### src/rtl/bk_mem_arbiter.sv
// BK single-port SRAM arbiter: sequences video word fetches and CPU bus cycles with fixed latency.
// Optional macro BKARB_FAIRSHARE_EN alternates video and CPU grants under contention.
module bk_mem_arbiter #(
   parameter int unsigned WAIT_CYCLES = 2,
   parameter int unsigned VADR_W      = 15
) (
   input  logic              clk,
   input  logic              reset,
   input  logic              cpu_rd,
   input  logic              cpu_wt,
   input  logic              cpu_byte,
   input  logic [15:0]       cpu_adr,
   input  logic [15:0]       cpu_data_i,
   output logic [15:0]       cpu_data_o,
   output logic              cpu_reply,
   input  logic              vid_req,
   input  logic [VADR_W-1:0] vid_adr,
   output logic [15:0]       vid_data,
   output logic              vid_ack,
   output logic [14:0]       sram_adr,
   output logic [15:0]       sram_data_o,
   input  logic [15:0]       sram_data_i,
   output logic              sram_oe,
   output logic              sram_we,
   output logic [1:0]        sram_be
);

   typedef enum logic [1:0] {S_IDLE, S_VID, S_CPU, S_REPLY} state_t;

   localparam logic [2:0] CNT_LOAD = 3'(WAIT_CYCLES - 1);

   state_t            state_q;
   logic [2:0]        cnt_q;
   logic              vid_pend_q;
   logic [VADR_W-1:0] vid_adr_q;
   logic [15:0]       cpu_data_q;
   logic              cpu_reply_q;
   logic [15:0]       vid_data_q;
   logic              vid_ack_q;
   logic [14:0]       sram_adr_q;
   logic [15:0]       sram_data_q;
   logic              sram_oe_q;
   logic              sram_we_q;
   logic [1:0]        sram_be_q;
`ifdef BKARB_FAIRSHARE_EN
   logic              last_vid_q;
`endif

   logic              vid_pend_d;
   logic [VADR_W-1:0] vid_adr_d;
   logic              cpu_pend;
   logic              grant_vid;
   logic [1:0]        cpu_be_d;

   // A request pulse on this very edge counts as pending, so a simultaneous
   // video pulse and CPU strobe still give video the first slot.
   always_comb begin
      vid_pend_d = vid_pend_q | vid_req;
      vid_adr_d  = vid_req ? vid_adr : vid_adr_q;
      cpu_pend   = cpu_rd | cpu_wt;
`ifdef BKARB_FAIRSHARE_EN
      grant_vid  = vid_pend_d & ~(cpu_pend & last_vid_q);
`else
      grant_vid  = vid_pend_d;
`endif
      if (!cpu_wt || !cpu_byte) begin
         cpu_be_d = 2'b11;
      end else if (cpu_adr[0]) begin
         cpu_be_d = 2'b10;
      end else begin
         cpu_be_d = 2'b01;
      end
   end

   always_ff @(posedge clk) begin
      if (reset) begin
         state_q     <= S_IDLE;
         cnt_q       <= '0;
         vid_pend_q  <= 1'b0;
         vid_adr_q   <= '0;
         cpu_data_q  <= '0;
         cpu_reply_q <= 1'b0;
         vid_data_q  <= '0;
         vid_ack_q   <= 1'b0;
         sram_adr_q  <= '0;
         sram_data_q <= '0;
         sram_oe_q   <= 1'b0;
         sram_we_q   <= 1'b0;
         sram_be_q   <= '0;
`ifdef BKARB_FAIRSHARE_EN
         last_vid_q  <= 1'b0;
`endif
      end else begin
         vid_ack_q  <= 1'b0;
         vid_pend_q <= vid_pend_d;
         vid_adr_q  <= vid_adr_d;
         case (state_q)
            S_IDLE: begin
               if (grant_vid) begin
                  state_q    <= S_VID;
                  vid_pend_q <= 1'b0;
                  sram_adr_q <= 15'(vid_adr_d);
                  sram_oe_q  <= 1'b1;
                  sram_we_q  <= 1'b0;
                  sram_be_q  <= 2'b11;
                  cnt_q      <= CNT_LOAD;
`ifdef BKARB_FAIRSHARE_EN
                  last_vid_q <= 1'b1;
`endif
               end else if (cpu_pend) begin
                  state_q    <= S_CPU;
                  sram_adr_q <= cpu_adr[15:1];
                  sram_oe_q  <= ~cpu_wt;
                  sram_we_q  <= cpu_wt;
                  sram_be_q  <= cpu_be_d;
                  if (cpu_wt) begin
                     sram_data_q <= cpu_data_i;
                  end
                  cnt_q      <= CNT_LOAD;
`ifdef BKARB_FAIRSHARE_EN
                  last_vid_q <= 1'b0;
`endif
               end
            end
            S_VID: begin
               if (cnt_q == '0) begin
                  vid_data_q <= sram_data_i;
                  vid_ack_q  <= 1'b1;
                  sram_oe_q  <= 1'b0;
                  sram_be_q  <= '0;
                  state_q    <= S_IDLE;
               end else begin
                  cnt_q <= cnt_q - 3'd1;
               end
            end
            S_CPU: begin
               if (cnt_q == '0) begin
                  if (!sram_we_q) begin
                     cpu_data_q <= sram_data_i;
                  end
                  sram_oe_q <= 1'b0;
                  sram_we_q <= 1'b0;
                  sram_be_q <= '0;
                  // A strobe dropped mid-access gets no reply; the SRAM cycle still ran to completion.
                  if (cpu_pend) begin
                     cpu_reply_q <= 1'b1;
                     state_q     <= S_REPLY;
                  end else begin
                     state_q     <= S_IDLE;
                  end
               end else begin
                  cnt_q <= cnt_q - 3'd1;
               end
            end
            S_REPLY: begin
               if (!cpu_pend) begin
                  cpu_reply_q <= 1'b0;
                  state_q     <= S_IDLE;
               end
            end
            default: state_q <= S_IDLE;
         endcase
      end
   end

   assign cpu_data_o  = cpu_data_q;
   assign cpu_reply   = cpu_reply_q;
   assign vid_data    = vid_data_q;
   assign vid_ack     = vid_ack_q;
   assign sram_adr    = sram_adr_q;
   assign sram_data_o = sram_data_q;
   assign sram_oe     = sram_oe_q;
   assign sram_we     = sram_we_q;
   assign sram_be     = sram_be_q;

endmodule

### config.mk
export PLATFORM = sky130hd
export DESIGN_NAME = bk_mem_arbiter
export DESIGN_NICKNAME = d
export VERILOG_FILES = /design/src/rtl/bk_mem_arbiter.sv
export SDC_FILE = /design/constraint.sdc
export NUM_CORES = 1
export LEC_CHECK = 0
export ABC_AREA = 0
export CAP_MARGIN = 20
export CORE_MARGIN = 2
export CORE_UTILIZATION = 35
export CTS_BUF_LIST = sky130_fd_sc_hd__clkbuf_2 sky130_fd_sc_hd__clkbuf_4 sky130_fd_sc_hd__clkbuf_8
export DETAILED_ROUTE_END_ITERATION = 12
export GPL_TIMING_DRIVEN = 0
export HOLD_SLACK_MARGIN = 0.15
export PLACE_DENSITY = 0.77
export REMOVE_ABC_BUFFERS = 1
export SLEW_MARGIN = 20
export SYNTH_ARGS = -nofsm -noshare
export SYNTH_HDL_FRONTEND = slang
export SYNTH_SLANG_ARGS = --single-unit
### constraint.sdc
create_clock -name clk -period 1.95 [get_ports clk]
set_input_delay 0.195 -clock clk [delete_from_list [all_inputs] [get_ports clk]]
set_output_delay 0.195 -clock clk [all_outputs]
set_load 0.02 [all_outputs]
# ---- After elaboration in Yosys (flattened, before gate mapping)
# Index checks and enable logic that the tools add are counted.
dict set report word_totals {
  input_bits 69
  word_cells 82
  regBits 90
  out_inout_bits 69
}
dict set report op_classes {
  n_bitwise 6
  eq_ne 10
  n_reduce_logical 21
  n_addsub 1
  n_mux 31
}
# operator count
set op_table {}
lappend op_table {{$mux W15} 3}
lappend op_table {{$mux W2} 10}
lappend op_table {{$reduce_and A3 Y1} 4}
lappend op_table {{$reduce_and A4 Y1} 3}
lappend op_table {{$ne A2 B2 Y1 const B} 5}
lappend op_table {{$mux W1} 9}
lappend op_table {{$mux W3} 3}
lappend op_table {{$pmux W2 S4} 1}
lappend op_table {{$reduce_bool A2 Y1} 4}
lappend op_table {{$pmux W1 S2} 3}
lappend op_table {{$pmux W3 S2} 1}
lappend op_table {{$reduce_or A2 Y1} 3}
lappend op_table {{$eq A2 B2 Y1 const B} 2}
lappend op_table {{$not A1 Y1} 4}
lappend op_table {{$pmux W2 S2} 1}
lappend op_table {{$reduce_and A2 Y1} 2}
lappend op_table {{$logic_not A3 Y1} 1}
lappend op_table {{$ne A3 B3 Y1 const B} 1}
lappend op_table {{$sub A3 B1 Y3 const B} 1}
lappend op_table {{$eq A2 B1 Y1 const B} 1}
lappend op_table {{$logic_not A1 Y1} 2}
lappend op_table {{$logic_not A2 Y1} 1}
lappend op_table {{$ne A2 B1 Y1 const B} 1}
lappend op_table {{$or A1 B1 Y1} 2}
lappend op_table {{$logic_or A1 B1 Y1} 1}

# ---- Logic depth before layout (Yosys ltp)
# Gate-level depths: netlist of run 1.
dict set report logic_depth {
  depth_word 6
  depth_mapped 9
  mapped_depth_nobuf 6
}

# ---- Least setup slack after synthesis of run 1
# No wires, ideal clock.
dict set report synth_path {
  path_kind {register to register}
  start {reg state_q[0]}
  end {reg sram_adr_q[10] (netlist: sram_adr[10])}
  t_arrival_ps 1645
  setup_slack_ps 246
  stages_incl_launch_ff 8
  n_path_buf 2
  period_less_slack_ps 1704
  setup_ps 59
  path_cell_list {dfxtp_1 inv_1 ha_1 buf_2 inv_2 nor3_1 buf_2 a22o_1}
}
dict set report synth_via {
  elab_chain_len 2
}
# element line
set synth_lines {}
lappend synth_lines {{start: declaration} 32} ;# state_t state_q;
lappend synth_lines {{start signal: assignment} 77} ;# state_q <= S_IDLE;
lappend synth_lines {{start signal: assignment} 100} ;# state_q <= S_VID;
lappend synth_lines {{start signal: assignment} 111} ;# state_q <= S_CPU;
lappend synth_lines {{$logic_not A2 Y1} 97} ;# case (state_q)
lappend synth_lines {{$reduce_and A2 Y1 (no source line)} n/a}
lappend synth_lines {{end signal: assignment} 102} ;# sram_adr_q <= 15'(vid_adr_d);
lappend synth_lines {{end signal: assignment} 112} ;# sram_adr_q <= cpu_adr[15:1];
lappend synth_lines {{end: declaration} 40} ;# logic [14:0] sram_adr_q;
# No other way between the ends.
# A chain may end at the register's enable or synchronous reset.

# ---- Worst setup path after layout of run 1
dict set report layout_path {
  start {reg vid_pend_q}
  end {reg sram_adr_q[6] (netlist: sram_adr[6])}
}
dict set report layout_via {
  elab_chain_len 3
}
# element line
set layout_lines {}
lappend layout_lines {{start: declaration} 34} ;# logic vid_pend_q;
lappend layout_lines {{start signal: assignment} 95} ;# vid_pend_q <= vid_pend_d;
lappend layout_lines {{$or A1 B1 Y1 (*)} 58} ;# vid_pend_d = vid_pend_q | vid_req;
lappend layout_lines {{$reduce_bool A2 Y1 (no source line)} n/a}
lappend layout_lines {{$reduce_and A2 Y1 (no source line)} n/a}
# Every way passes the cells marked *; elsewhere a longest branch is shown, timed or not.

==> results of run 1 <==
per-stage QoR:
| step | instance area (um^2) | setup WS, ns | std cells |
|---|---|---|---|
| finish | 5343 | 0.1209 | 693 |
| floorplan | 3536 | -0.1228 | 399 |
| global route | 5343 | 0.02972 | 693 |
| detailed placement | 5110 | -0.3045 | 674 |
| global placement | 5077 | -2.799 | 672 |
| CTS | 5324 | 0.04541 | 691 |
synth_stat cells:
library cell | number | area, um^2
buf_1 | 2 | 7.510
a21oi_4 | 1 | 16.27
nand3_1 | 2 | 10.01
dfxtp_1 | 90 | 1802
nand3b_1 | 3 | 22.52
and2_1 | 2 | 12.51
a22o_1 | 16 | 140.1
inv_2 | 1 | 3.750
o21ai_0 | 19 | 95.09
buf_4 | 2 | 15.01
nor3_1 | 4 | 20.02
nand4b_1 | 1 | 8.760
nor2_1 | 5 | 18.77
nor2b_1 | 2 | 12.51
nor3b_2 | 2 | 25.02
nand2_1 | 119 | 446.7
a211oi_1 | 4 | 30.03
a311oi_1 | 1 | 8.760
inv_1 | 6 | 22.52
o221ai_4 | 1 | 26.28
ha_1 | 8 | 100.1
and3_1 | 1 | 6.260
or2_2 | 1 | 6.260
a21oi_1 | 68 | 340.3
mux2_2 | 1 | 11.26
nor3b_1 | 2 | 15.01
clkbuf_1 | 14 | 52.55
a32o_1 | 3 | 30.03
nand2b_1 | 17 | 106.4
buf_6 | 2 | 22.52
mux2i_1 | 16 | 160.2
nor4_4 | 1 | 21.27
a31oi_1 | 1 | 6.260
or4_4 | 1 | 11.26
buf_2 | 8 | 40.04
worst paths after layout:
path | end | cells after the start | slack, ns | from
max | sram_adr[6] | 3 | 0.12 | vid_pend_q
min | vid_adr_q[5] | 2 | 0.22 | reset
max reg2reg | sram_adr[6] | 3 | 0.12 | vid_pend_q
min reg2reg | vid_data[2] | 2 | 0.46 | vid_data[2]
sequential cells by signal, summed over array words and instances (netlist names), 2 cells and up:
signal       flops
cnt_q            3
cpu_data_o      16
sram_adr        15
sram_be          2
sram_data_o     16
state_q          2
vid_adr_q       15
vid_data        16
power by group:
| part | switching, mW | total (mW) | internal [mW] |
|---|---|---|---|
| clock network | 0.638 | 1.16 | 0.524 |
| logic | 1.53 | 2.77 | 1.24 |
| registers | 0.238 | 2.43 | 2.19 |
| total | 2.40 | 6.35 | 3.95 |
worst max-delay path: cells and delay by family (launching register included):
kind	cells	cell delay (ns)
simple gates	1	0.57
flops	1	0.52
compound gates	2	0.67
cell families (layout without fill, tap and decap cells):
group,Yosys count,after routing,share of synthesized area
flops,90,90,0.4905
compound gates,114,114,0.1887
simple gates,163,163,0.2023
fa+ha+maj,8,8,0.02725
buf+inv,35,165,0.04462
mux,17,17,0.04666
cell usage in the layout, fill, tap and decap left out, types with 5 or more instances in the layout:
| cell type | Yosys | final |
|---|---|---|
| nor2_1 | 5 | 5 |
| nand2_1 | 119 | 117 |
| a22o_1 | 16 | 16 |
| clkdlybuf4s50_1 | 0 | 135 |
| inv_1 | 6 | 6 |
| mux2i_1 | 16 | 16 |
| ha_1 | 8 | 8 |
| buf_4 | 2 | 6 |
| clkbuf_8 | 0 | 11 |
| o21ai_0 | 19 | 19 |
| a21oi_1 | 68 | 68 |
| nand2b_1 | 17 | 17 |
| dfxtp_1 | 90 | 89 |
timing repair:
action,4_1_cts,5_1_grt
endpoints found under the setup margin,65,32
resized for setup,6,2
setup buffers,2,2
pin swaps,2,0
hold buffers,0,0
per-layer routing:
layer / wire length, um / track usage / part of all wire
met2: 4829 / 0.3173 / 0.48
met1: 4105 / 0.1960 / 0.41
met5: 0 / 0 / 0
met4: 106 / 0.05102 / 0.011
met3: 956 / 0.06928 / 0.096
area by class of cell:
cell class              count  area share
clock buffers              11     0.02834
well taps                 136     0.03185
inverters                   7    0.004918
flip-flops and latches     90      0.3375
multi-input cells         302      0.3248
clock inverters             4    0.005152
repair buffers            143      0.2674
==> reports/results.ini, run 1 <==
[logic_synthesis]
postSynthAreaPerCell_um2 = 8.603
syn_area_um2 = 3674
ys_seq_area_frac = 0.4905
yosys.cell_types.count = 35
synth_cells = 427
ys_seq_elements = 90
yosys_warnings = 0

[critical_path]
cp_max_fo = 19
start_kind = register
slowest_stage = or4_4
worst_setup_path_end_kind = register
crit_arrival_ns = 2.12
path_class = register to register
crit_required_ns = 2.24
cp_cell_sequence = or4_4, a21oi_4, a22o_1
cpPeakStageDelay_ns = 0.57

[floorplanning]
die_w_um = 106.5
core_region_area_um2 = 10280
io_pins = 138
die_y_um = 106.5
die_area_um2 = 11330
start_util = 0.3574
num_rows = 37

[sta]
tns_ns = 0
max-slew-margin-rel = 0.5275
min_period_over_period = 0.9380
fin_crit_ns = 1.829
hold_violations = 0
fin_skew_ns = 0.01119
setup_viol_count_final = 0
holdWs_ns = 0.2154
grt_setup_unrepaired = false
worstMarginPinSlew_ns = 0.7088
drv_slew = 0
max_freq_mhz = 546.7

[grt]
grt_overflow = 0
grt_pass1_vias = 3501
grtUsageTotal = 0.1780
grt_start_max_net_pins = 57
antenna_found_initial = 0
grt_pass1_wl_um = 16180

[cts]
ctsHtreeMaxLevel = 3
cts_tree = yes
cts.clk_slew.worst_paths_ns = 0.09
numCtsBuffers = 9
numClockSinks = 90
clock_latency_ns = 0.35
ctsRootBufferMaster = clkbuf_8
clk_path_buf_depth = 2

[place]
portBuffers = 137
gp_congestion = 0.7730
dp_hpwl_um = 7030

[worst_hold_path]
hold_class = primary input to register

[cells_and_area]
final_nets = 630
area_growth_pct = 45.44
utilization = 0.5198
fill_cells = 966
drive_above_1_share = 0.07002
num_antenna_cells = 0
final-seq-area_um2 = 1803
multiInputGateArea_um2 = 1735

[power]
p_per_area_nw_per_um2 = 1189
fin_total_pwr_mw = 6.354
p_leak_nw = 1.889
peakVddDrop_mv = 0.4650

[route]
ant_nets = 0
first_pass_iters = 4
routed_wl_um = 9997
wl_per_cell_um = 14.43
vias_per_cell = 5.001
drt-initial-drc-count = 170
drc = 0
vias = 3466

[run]
max-cap-violations = 0

[run_status]
status = completed

(Power assumes the default switching activity.)
==> inputs of run 2 (changes only) <==
Settings changed: CORE_UTILIZATION 35 to 45, CTS_BUF_LIST sky130_fd_sc_hd__clkbuf_2 sky130_fd_sc_hd__clkbuf_4 sky130_fd_sc_hd__clkbuf_8 to sky130_fd_sc_hd__clkbuf_4 sky130_fd_sc_hd__clkbuf_8, PLACE_DENSITY 0.77 to 0.92.
==> run 2 against run 1 <==
- largest power group unchanged
- non-clock buffer count down 1
- clock power up 13%
- critical path depth unchanged
- sequential share of layout area about the same
==> reports/results.ini, run 2 (synthesized netlist as in run 1, its figures left out) <==
[run_status]
status = completed

[floorplanning]
die_y_um = 94.35  ; -11%
die_w_um = 94.35  ; -11%
start_util = 0.4705  ; +0.1131
num_rows = 32  ; -14%
die_area_um2 = 8902  ; -21%
io_pins = 138  ; unchanged
core_region_area_um2 = 7807  ; -24%

[critical_path]
crit_arrival_ns = 2.07  ; -0.05 ns
worst_setup_path_end_kind = register
crit_required_ns = 2.24  ; about the same
rrSetupSlack_ns = 0.17  ; +0.05 ns
path_class = register to register
start_kind = register
cp_max_fo = 19  ; unchanged

[power]
switching_share = 0.3701  ; -0.007882
p_int_mw = 4.095  ; +3.6%
peakVddDrop_mv = 0.5375  ; +16%
power_switching_mw = 2.406  ; +0.20%
p_leak_nw = 1.901  ; +0.65%
p_per_area_nw_per_um2 = 1218  ; +2.4%
p_clk_frac = 0.201  ; +0.018
combinationalPowerShare = 0.425  ; -0.010
p_seq_frac = 0.374  ; -0.008

[cts]
clk_path_buf_depth = 2  ; unchanged
ctsHtreeMaxLevel = 3  ; unchanged
numCtsBuffers = 9  ; unchanged
numClockSinks = 90  ; unchanged
cts.clk_slew.worst_paths_ns = 0.09  ; about the same
ctsRootBufferMaster = clkbuf_8
cts_tree = yes
clock_latency_ns = 0.35  ; about the same

[cells_and_area]
num_antenna_cells = 0  ; unchanged
final_common_cell = clkdlybuf4s50_1
area_growth_pct = 45.37  ; about the same
final_nets = 629  ; -0.16%
drive_above_1_share = 0.06822  ; -0.001795
utilization = 0.6840  ; +0.1641
layout_common_cells = 135 x clkdlybuf4s50_1, 118 x nand2_1, 89 x dfxtp_1

[place]
pre_cts_ws_ns = -0.2134  ; +0.09108 ns
portBuffers = 137  ; unchanged
gp_congestion = 0.7948  ; +2.8%
dp_hpwl_um = 6891  ; -2.0%

[route]
vias_per_cell = 5.164  ; +3.2%
first_pass_iters = 6  ; +2
vias = 3403  ; -1.8%
drc = 0  ; unchanged
routed_wl_um = 9640  ; -3.6%
drt-initial-drc-count = 129  ; -24%
wl_per_cell_um = 14.63  ; +1.4%
ant_nets = 0  ; unchanged

[run]
max-cap-violations = 0  ; unchanged

[grt]
grt_pass1_vias = 3242  ; -7.4%
grt_pass1_wl_um = 15200  ; -6.1%
grtUsageTotal = 0.2141  ; +0.03606
grt_overflow = 0  ; unchanged
grt_start_max_net_pins = 76  ; +33%
antenna_found_initial = 0  ; unchanged

[worst_hold_path]
hold_class = primary input to register

[sta]
max_freq_mhz = 562.0  ; +2.8%
drv_slew = 0  ; unchanged
fin_crit_ns = 1.779  ; -0.04961 ns
setup_viol_count_final = 0  ; unchanged
grt_setup_unrepaired = false
max-slew-margin-rel = 0.5331  ; +0.005603
fin_skew_ns = 0.01042  ; -0.0007719 ns
worstMarginPinSlew_ns = 0.7004  ; -0.008404 ns
min_period_over_period = 0.9125  ; -0.02544
setup_slack_ns = 0.1705  ; +0.04961 ns
hold_violations = 0  ; unchanged

-- run 2: cell count changes in the layout (fill, tap and decap cells not counted), sizes merged --
cell         previous run  this run
clkinvlp                3         2
inv                     7         8
buf                     8         6
bufinv                  0         1
dlygate4sd3             0         1
-- run 2: per-stage QoR --
| stage | setup TNS [ns] | power (mW) | instance area [um^2] | std cells | hold WS (ns) |
|---|---|---|---|---|---|
| final | 0 | 6.502 | 5340 | 659 | 0.3856 |
| after global routing | 0 | 6.876 | 5340 | 659 | 0.3655 |
| after floorplan | -1.380 | 4.000 | 3536 | 399 | 0.2641 |
| after global placement | -109.28 | 5.017 | 5035 | 638 | 0.4410 |
| after CTS | 0 | 6.480 | 5314 | 658 | 0.3729 |
| after detailed placement | -9.088 | 5.124 | 5071 | 640 | 0.4018 |
-- run 2: layout make-up --
type / count / area [um^2]
clock buffer: 11 / 145.1
clock inverter: 5 / 62.56
fill: 592 / 2467
inverter: 7 / 26.28
multi-input combinational: 302 / 1735
sequential: 90 / 1803
tap: 102 / 127.6
timing repair buffer: 142 / 1440
-- run 2: final timing paths --
| path | startpoint | to | depth (start not counted) |
|---|---|---|---|
| min | cpu_data_i[13] | sram_data_o[13] | 3 |
| min reg2reg | cpu_data_o[3] | cpu_data_o[3] | 2 |
| max reg2reg | vid_pend_q | sram_adr[2] | 3 |
| max | vid_pend_q | sram_adr[2] | 3 |
-- run 2: routing by layer --
metal	part of all wire	global-route usage	wire, um
met5	0	0	0
met4	0.014	0.07005	133
met3	0.090	0.06544	864
met2	0.48	0.3631	4651
met1	0.41	0.2599	3991
-- run 2: power by group through the flow --
stage	logic, mW	registers, mW	clock network, mW
floorplan	1.24	2.76	0
global placement	2.57	2.45	0
detailed placement	2.66	2.47	0
CTS	2.71	2.43	1.33
global route	3.00	2.47	1.40
finish	2.76	2.43	1.31
-- run 2: repair_timing --
action,CTS,global route
endpoints found under the setup margin,65,42
pin swaps,1,0
gates resized for setup,5,3
endpoints found under the hold margin,1,0
hold buffers,1,0
setup buffers,1,1
-- run 2: worst max-delay path, cell delays in order, from the launching register on --
cell and delay, ns:
dfxtp_2 0.51, or4_4 0.56, a21oi_4 0.44, a22o_1 0.21
